File: src/rtl/game_ctrl.sv
// Breakout game sequencer: owns the game FSM, lives, level, score,
// and drives the ball datapath reset pulse and run enable.
module game_ctrl #(
    parameter int unsigned DELAY_FRAMES = 120,
    parameter logic [1:0]  START_LIVES  = 2'd3,
    parameter logic [7:0]  KEY_START    = 8'h28,
    parameter logic [7:0]  KEY_SERVE    = 8'h2C,
    parameter logic [7:0]  KEY_PAUSE    = 8'h13
) (
    input  logic        frame_clk,
    input  logic        Reset,
    input  logic [7:0]  keycode,
    input  logic [31:0] Blocks,
    input  logic        Bar_Reset,
    output logic        Ball_Rst,
    output logic        Run,
    output logic [32:0] Block_Array,
    output logic [2:0]  state,
    output logic [1:0]  lives,
    output logic [1:0]  level,
    output logic [15:0] score
);

    localparam logic [2:0] S_IDLE  = 3'd0;
    localparam logic [2:0] S_SERVE = 3'd1;
    localparam logic [2:0] S_PLAY  = 3'd2;
    localparam logic [2:0] S_PAUSE = 3'd3;
    localparam logic [2:0] S_LOST  = 3'd4;
    localparam logic [2:0] S_CLEAR = 3'd5;
    localparam logic [2:0] S_OVER  = 3'd6;

    localparam logic [15:0] CNT_LAST = 16'(DELAY_FRAMES - 1);

    logic [2:0]  state_q, state_d;
    logic [1:0]  lives_q, lives_d;
    logic [1:0]  level_q, level_d;
    logic [15:0] score_q, score_d;
    logic [15:0] cnt_q, cnt_d;
    logic [31:0] prev_blocks_q;
    logic [7:0]  key_q;
    logic        ball_rst_q, ball_rst_d;

    logic        ev_start, ev_serve, ev_pause;
    logic [5:0]  gain;
    logic [16:0] sum;

    function automatic logic [5:0] popcnt(input logic [31:0] v);
        logic [5:0] c;
        c = '0;
        for (int i = 0; i < 32; i++) c = c + {5'd0, v[i]};
        return c;
    endfunction

    // Key events fire only on the frame a key code first appears.
    always_comb begin
        ev_start = (keycode == KEY_START) && (key_q != KEY_START);
        ev_serve = (keycode == KEY_SERVE) && (key_q != KEY_SERVE);
        ev_pause = (keycode == KEY_PAUSE) && (key_q != KEY_PAUSE);
    end

    // Bricks that vanished since last frame, added with saturation.
    always_comb begin
        gain = popcnt(prev_blocks_q & ~Blocks);
        sum  = {1'b0, score_q} + {11'd0, gain};
    end

    // Game FSM with lives, level, score and delay counter next-state.
    always_comb begin
        state_d    = state_q;
        lives_d    = lives_q;
        level_d    = level_q;
        score_d    = score_q;
        cnt_d      = cnt_q;
        ball_rst_d = 1'b0;
        if (state_q == S_PLAY) score_d = sum[16] ? 16'hFFFF : sum[15:0];
        case (state_q)
            S_IDLE, S_OVER: begin
                if (ev_start) begin
                    score_d    = '0;
                    level_d    = '0;
                    lives_d    = START_LIVES;
                    ball_rst_d = 1'b1;
                    state_d    = S_SERVE;
                end
            end
            S_SERVE: if (ev_serve) state_d = S_PLAY;
            S_PLAY: begin
                if (Blocks == 32'd0) begin
                    cnt_d   = '0;
                    state_d = S_CLEAR;
                end else if (Bar_Reset) begin
                    if (lives_q <= 2'd1) begin
                        lives_d = 2'd0;
                        state_d = S_OVER;
                    end else begin
                        lives_d = lives_q - 2'd1;
                        cnt_d   = '0;
                        state_d = S_LOST;
                    end
                end else if (ev_pause) begin
                    state_d = S_PAUSE;
                end
            end
            S_PAUSE: if (ev_pause) state_d = S_PLAY;
            S_LOST: begin
                if (cnt_q == CNT_LAST) state_d = S_SERVE;
                else cnt_d = cnt_q + 16'd1;
            end
            S_CLEAR: begin
                if (cnt_q == CNT_LAST) begin
                    level_d    = level_q + 2'd1;
                    ball_rst_d = 1'b1;
                    state_d    = S_SERVE;
                end else begin
                    cnt_d = cnt_q + 16'd1;
                end
            end
            default: state_d = S_IDLE;
        endcase
    end

    // State registers; reset holds the datapath in reset.
    always_ff @(posedge frame_clk) begin
        if (Reset) begin
            state_q       <= S_IDLE;
            lives_q       <= START_LIVES;
            level_q       <= '0;
            score_q       <= '0;
            cnt_q         <= '0;
            prev_blocks_q <= '0;
            key_q         <= '0;
            ball_rst_q    <= 1'b1;
        end else begin
            state_q       <= state_d;
            lives_q       <= lives_d;
            level_q       <= level_d;
            score_q       <= score_d;
            cnt_q         <= cnt_d;
            prev_blocks_q <= Blocks;
            key_q         <= keycode;
            ball_rst_q    <= ball_rst_d;
        end
    end

    // Brick pattern decoded from the registered level.
    always_comb begin
        case (level_q)
            2'd0:    Block_Array = {1'b0, 32'hFFFF_FFFF};
            2'd1:    Block_Array = {1'b0, 32'h55AA_55AA};
            2'd2:    Block_Array = {1'b0, 32'hFF81_81FF};
            default: Block_Array = {1'b0, 32'hF0F0_0F0F};
        endcase
    end

    // Output mapping; Run follows the registered state.
    always_comb begin
        Run      = (state_q == S_SERVE) || (state_q == S_PLAY);
        Ball_Rst = ball_rst_q;
        state    = state_q;
        lives    = lives_q;
        level    = level_q;
        score    = score_q;
    end

endmodule

File: config.mk
export PLATFORM = sky130hd
export DESIGN_NAME = game_ctrl
export DESIGN_NICKNAME = d
export VERILOG_FILES = /design/src/rtl/game_ctrl.sv
export SDC_FILE = /design/constraint.sdc
export NUM_CORES = 1
export LEC_CHECK = 0
export BUFFER_PORTS_ARGS = -buffer_cell sky130_fd_sc_hd__buf_2
export CORE_MARGIN = 2
export CORE_UTILIZATION = 55
export CTS_CLUSTER_SIZE = 28
export DETAILED_ROUTE_END_ITERATION = 6
export HOLD_SLACK_MARGIN = 0.06
export PLACE_DENSITY = 0.84
export SLEW_MARGIN = 0
export SYNTH_ARGS = -nofsm -noshare
export SYNTH_HDL_FRONTEND = slang
export SYNTH_SLANG_ARGS = --single-unit
File: constraint.sdc
create_clock -name frame_clk -period 6.8 [get_ports frame_clk]
set_clock_uncertainty 0.05 [all_clocks]
set_input_delay 0.68 -clock frame_clk [delete_from_list [all_inputs] [get_ports frame_clk]]
set_output_delay 0.68 -clock frame_clk [all_outputs]
set_load 0.05 [all_outputs]
# Word-level counts from Yosys, hierarchy flattened
# Cells that the tools add are included.
[op_classes]
add_sub_neg = 35
mul = 0
n_div = 0
n_lt_le_gt_ge = 1
eq_ne = 26
shift = 0
muxes = 30
bitwise_logic = 2
n_reduce_logical = 16
[op_table]
columns = ["operator", "count"]
rows = [
  ["$add 6x1->6", 26],
  ["$mux 16", 8],
  ["$pmux 32 s3", 1],
  ["$and 32x32->32", 1],
  ["$logic_not 32->1", 1],
  ["$not 32->32", 1],
  ["$pmux 16 s2", 1],
  ["$mux 3", 7],
  ["$add 16x6->17", 1],
  ["$add 16x1->16 const B", 1],
  ["$eq 16x7->1 const B", 1],
  ["$eq 8x6->1 const B", 2],
  ["$ne 8x6->1 const B", 2],
  ["$pmux 3 s5", 1],
  ["$mux 2", 7],
  ["$ne 2x2->1 const B", 7],
  ["$eq 3x3->1 const B", 3],
  ["$eq 8x5->1 const B", 1],
  ["$ne 8x5->1 const B", 1],
  ["$pmux 2 s2", 2],
  ["$reduce_and 4->1", 2],
  ["$add 5x1->6", 1],
  ["$eq 3x2->1 const B", 2],
  ["$ne 3x3->1 const B", 2],
  ["other kinds (22)", 28],
]
[word_totals]
register_bits = 80
latchBits = 0
ram_bits = 0
rom_bits = 0
input_bits = 43
out_inout_bits = 58
word_cells = 118
memories = 0

# Logic depth before layout (Yosys ltp)
[logic_depth]
word_depth = 38
mapped_depth = 18
ltp_nobuf = 18

# Worst setup path after synthesis
# No wires, ideal clock.
[synth_path]
path_kind = "input-to-reg"
startpoint = "in Blocks[10]"
endpoint = "reg score_q[3], in the netlist score[3]"
setup_time_ns = 0.119
t_arrival_ns = 5.815
t_required_ns = 6.631
path_slack_ns = 0.816
stages = 16
n_path_buf = 0
cell_sequence = "nand2b_1 fa_1 fa_1 fa_1 fa_1 fa_1 inv_1 fa_1 fa_1 fa_1 a211o_1 o211ai_1 a21oi_1 nand2_1 o21ai_0 o221a_2"
[synth_between]
elab_chain_len = 29
[synth_rtl]
columns = ["element", "line_no", "rtl"]
rows = [
  ["start, declared", "13", "input logic [31:0] Blocks,"],
  ["$not 32->32 (*)", "63", "gain = popcnt(prev_blocks_q & ~Blocks);"],
  ["$and 32x32->32 (*)", "63", ""],
  ["$add 6x1->6 (*) (22 in a row)", "50", "for (int i = 0; i < 32; i++) c = c + {5'd0, v[i]};"],
  ["$add 16x6->17 (*)", "64", "sum = {1'b0, score_q} + {11'd0, gain};"],
  ["$mux 16 (*) (2 in a row)", "75", "if (state_q == S_PLAY) score_d = sum[16] ? 16'hFFFF : sum[15:0];"],
  ["$mux 16", "78", "if (ev_start) begin"],
  ["$mux 16 (*)", "76", "case (state_q)"],
  ["end signal, assigned", "137", "score_q <= score_d;"],
  ["end, declared", "37", "logic [15:0] score_q, score_d;"],
]
# Mark *: on every way between the ends. The rest lies on a longest branch, timed or not.
# A chain may end at the register's enable or synchronous reset.

# Worst setup path in the final report
[layout_path]
startpoint = "in Blocks[16]"
endpoint = "reg score_q[3], in the netlist score[3]"
[layout_between]
elab_chain_len = 23
[layout_rtl]
columns = ["element", "line_no"]
rows = [
  ["$not 32->32 (*)", "63"],
  ["$and 32x32->32 (*)", "63"],
  ["$add 6x1->6 (*) (16 in a row)", "50"],
  ["$add 16x6->17 (*)", "64"],
  ["$mux 16 (*) (2 in a row)", "75"],
  ["$mux 16", "78"],
  ["$mux 16 (*)", "76"],
]
# Marked as above.

==> key figures <==
Critical path
  • Critical path class: primary input to flip-flop
  • Critical path required time: roughly 7000 ps
  • Critical Path Start Type: primary input
  • Crit-path max FO: 4
  • Worst setup EP type: flip-flop
  • Crit path DAT: 6280 ps

Clocking
  • Hold Buf Count CTS: 0
  • CTS Root Cell: clkbuf_8
  • CTS clk-pin slew, worst paths: 90 ps
  • Num CTS Buffers: 9
  • CTS Sinks: 80
  • Setup Fix Bufs, Post-CTS: 0
  • H-tree Lvls: 3
  • Longest Clk Path Bufs: 2
  • Post-CTS resize count: 0
  • CTS tree: built
  • Clk_lat worst skew: 360 ps

Finish
  • Synthesis-to-layout area growth: 12.3%
  • ANT cells: 0
  • Post-Layout Cell Count: between 600 and 700
  • Nets: 669
  • Share of post-route cells with drive strength above 1: 20.8%

Floorplan
  • Die width: 96.5 um
  • Site Rows: 33
  • Initial Util: 57.0%
  • Die H: 96.5 um
  • I/O pins: 101
  • Die ar.: 9320 um^2
  • Total core area: between 8000 and 9000 um^2

Power and ir drop
  • Pleak: 2.24 nW
  • Comb power frac: 28.4%
  • Clk pwr share: 30.9%
  • Sequential Power Share: between 40% and 50%
  • Internal power: 0.000824 W
  • Sw Pwr: 0.000411 W
  • PD cells: 234 nW/um^2
  • Sw frac: 33.3%
  • VDD IR max: between 0.0001 and 0.00015 V

Route
  • Vias per cell: ~5.6
  • Vias: 3820
  • Routed len/inst: ~15 um
  • Drt drc: 0
  • Final wirelength: 10400 um
  • Antenna-violating nets left: 0
  • Initial DRC Count: 204
  • Pre-antenna DRT Iters: 4

Timing
  • Min cycle time layout: 6080 ps
  • F_max: 165 MHz
  • Setup Viol. Count Final: 0
  • Slew @ Worst Pin: 905 ps
  • RSZ-0062 raised after global routing: no
  • Max_slew headroom: 39.6%
  • Hold Fails Final Rpt: 0
  • Final slew viol count: 0
  • Final cycle utilization of the critical path: 89.4%
  • Post-route setup TNS: 0 ps

Job
  • Max Cap Violations: 0

Placed design
  • Post-Place Cells: approximately 670
  • Port-buffer cells: 93
  • Routability cong.: 0.863
  • DP Wirelength: around 8000 um

Global routing
  • First-pass GRT wire length: approximately 17000 um
  • Grt ovf: 0
  • All-Layer GR Usage: 23.1%
  • Largest net degree at the start of global routing: 51
  • Initial antenna violation count: 0
  • Vias in the first global route: 3598

Logic synthesis
  • List of most frequent post-synthesis cells: 80 x dfxtp_1, 57 x nor2b_1, 36 x inv_1
  • Yosys top cell by area: dfxtp_1
  • Seq/Total Area, Yosys: 34.0%
  • Synth top area share: 34.0%
  • Post-synth EDFFs: 0
  • Netlist cell types: 55
  • Asr flop ratio synth: 0%
  • Synthesized area per cell: 9.27 um^2
  • Mapped Area: about 4700 um^2
  • Cell count after synthesis: 508
  • #FFs+latches synth: 80
  • Predominant post-synthesis flop cell: dfxtp_1
  • Dominant cell by count in the synthesized netlist: dfxtp_1
  • Area contributors post-synth: dfxtp_1 34%, fa_1 11%, nor2b_1 7.6%
  • Ys Warns: 0

Worst hold path
  • HP Class: flip-flop to flip-flop

Run status
  • Status: finished, final reports clean
-- final timing paths --
path | startpoint | end | slack, ps | depth (start not counted)
min reg2reg | cnt_q[14] | cnt_q[14] | 460 | 2
min | cnt_q[14] | cnt_q[14] | 460 | 2
max | Blocks[16] | score[3] | 720 | 17
max reg2reg | prev_blocks_q[4] | score[3] | 840 | 17
-- stage by stage --
stage	setup slack, ps	utilization [%]	instance area, um^2	hold WS [ps]	total power [W]
after floorplan	816	-	4730	402	0.000776
after global placement	471	61.4	5070	417	0.000846
after detailed placement	316	61.4	5070	442	0.000864
after CTS	696	64.0	5290	448	0.00124
after global routing	487	64.0	5290	477	0.00131
final	724	64.0	5290	460	0.00123
-- per-layer routing --
layer / up-vias / wire length, um / GRT usage [%]
li1: 1865 / - / -
met1: 1852 / 4630 / 29.3
met2: 93 / 5080 / 39.5
met3: 10 / 558 / 6.52
met4: 0 / 107 / 4.81
met5: - / 0 / 0
-- cell type report --
| cell class | count | area [um^2] |
|---|---|---|
| Fill cell | 699 | 2970 |
| Tap cell | 105 | 131 |
| Inverter | 36 | 135 |
| Clock buffer | 12 | 165 |
| Clock inverter | 4 | 51.3 |
| Timing Repair Buffer | 93 | 465 |
| Multi-Input combinational cell | 358 | 2740 |
| Sequential cell | 80 | 1600 |
-- layout by cell type, fill, tap and decap left out, types with 8 or more instances in the layout --
cell      Yosys  layout
nor2_1       23      23
dfxtp_1      80      80
a21oi_1      25      25
ha_1         22      22
buf_2         2      93
a31oi_1       8       8
nand2_1      22      22
inv_1        36      36
or4_1         8       8
nand3_1       8       8
nor2b_1      57      57
nand2b_1     25      25
clkbuf_8      0      12
o21ai_0      21      21
fa_1         26      26
nor4_1       13      13
-- critical path, stage by stage --
cell and delay, ps:
buf_2 110, nand2b_1 170, fa_1 530, fa_1 520
fa_1 570, fa_1 460, fa_1 550, inv_1 60
fa_1 500, fa_1 480, fa_1 440, a211o_1 310
o211ai_1 160, a21oi_1 150, nand2_1 80, o21ai_0 170
o221a_2 350
-- cell families (layout without fill, tap and decap cells) --
logic type                 after synthesis  after routing  share of synthesized area (%)
and+or+nand+nor                        203            203                           25.8
AOI/OAI and AO/OA                       88             88                           12.5
DFF                                     80             80                           34.0
buffers and inverters                   75            145                           8.26
adders and majority gates               48             48                           16.9
xor gates and xnor gates                 8              8                           1.49
muxes                                    4              4                          0.850
other                                    2              7                          0.160
-- sequential cells by signal, indices dropped and copies added (netlist names) --
name / flops
level: 2
prev_blocks_q: 32
cnt_q: 16
state: 3
key_q: 8
Ball_Rst: 1
score: 16
lives: 2
-- power groups by stage --
| stage | logic, W | registers, W | clock network [W] |
|---|---|---|---|
| floorplan | 0.000253 | 0.000523 | 0 |
| global placement | 0.000333 | 0.000513 | 0 |
| detailed placement | 0.000350 | 0.000514 | 0 |
| CTS | 0.000353 | 0.000503 | 0.000381 |
| global route | 0.000397 | 0.000506 | 0.000405 |
| finish | 0.000350 | 0.000504 | 0.000381 |
Power figures use the tool's default switching activity.
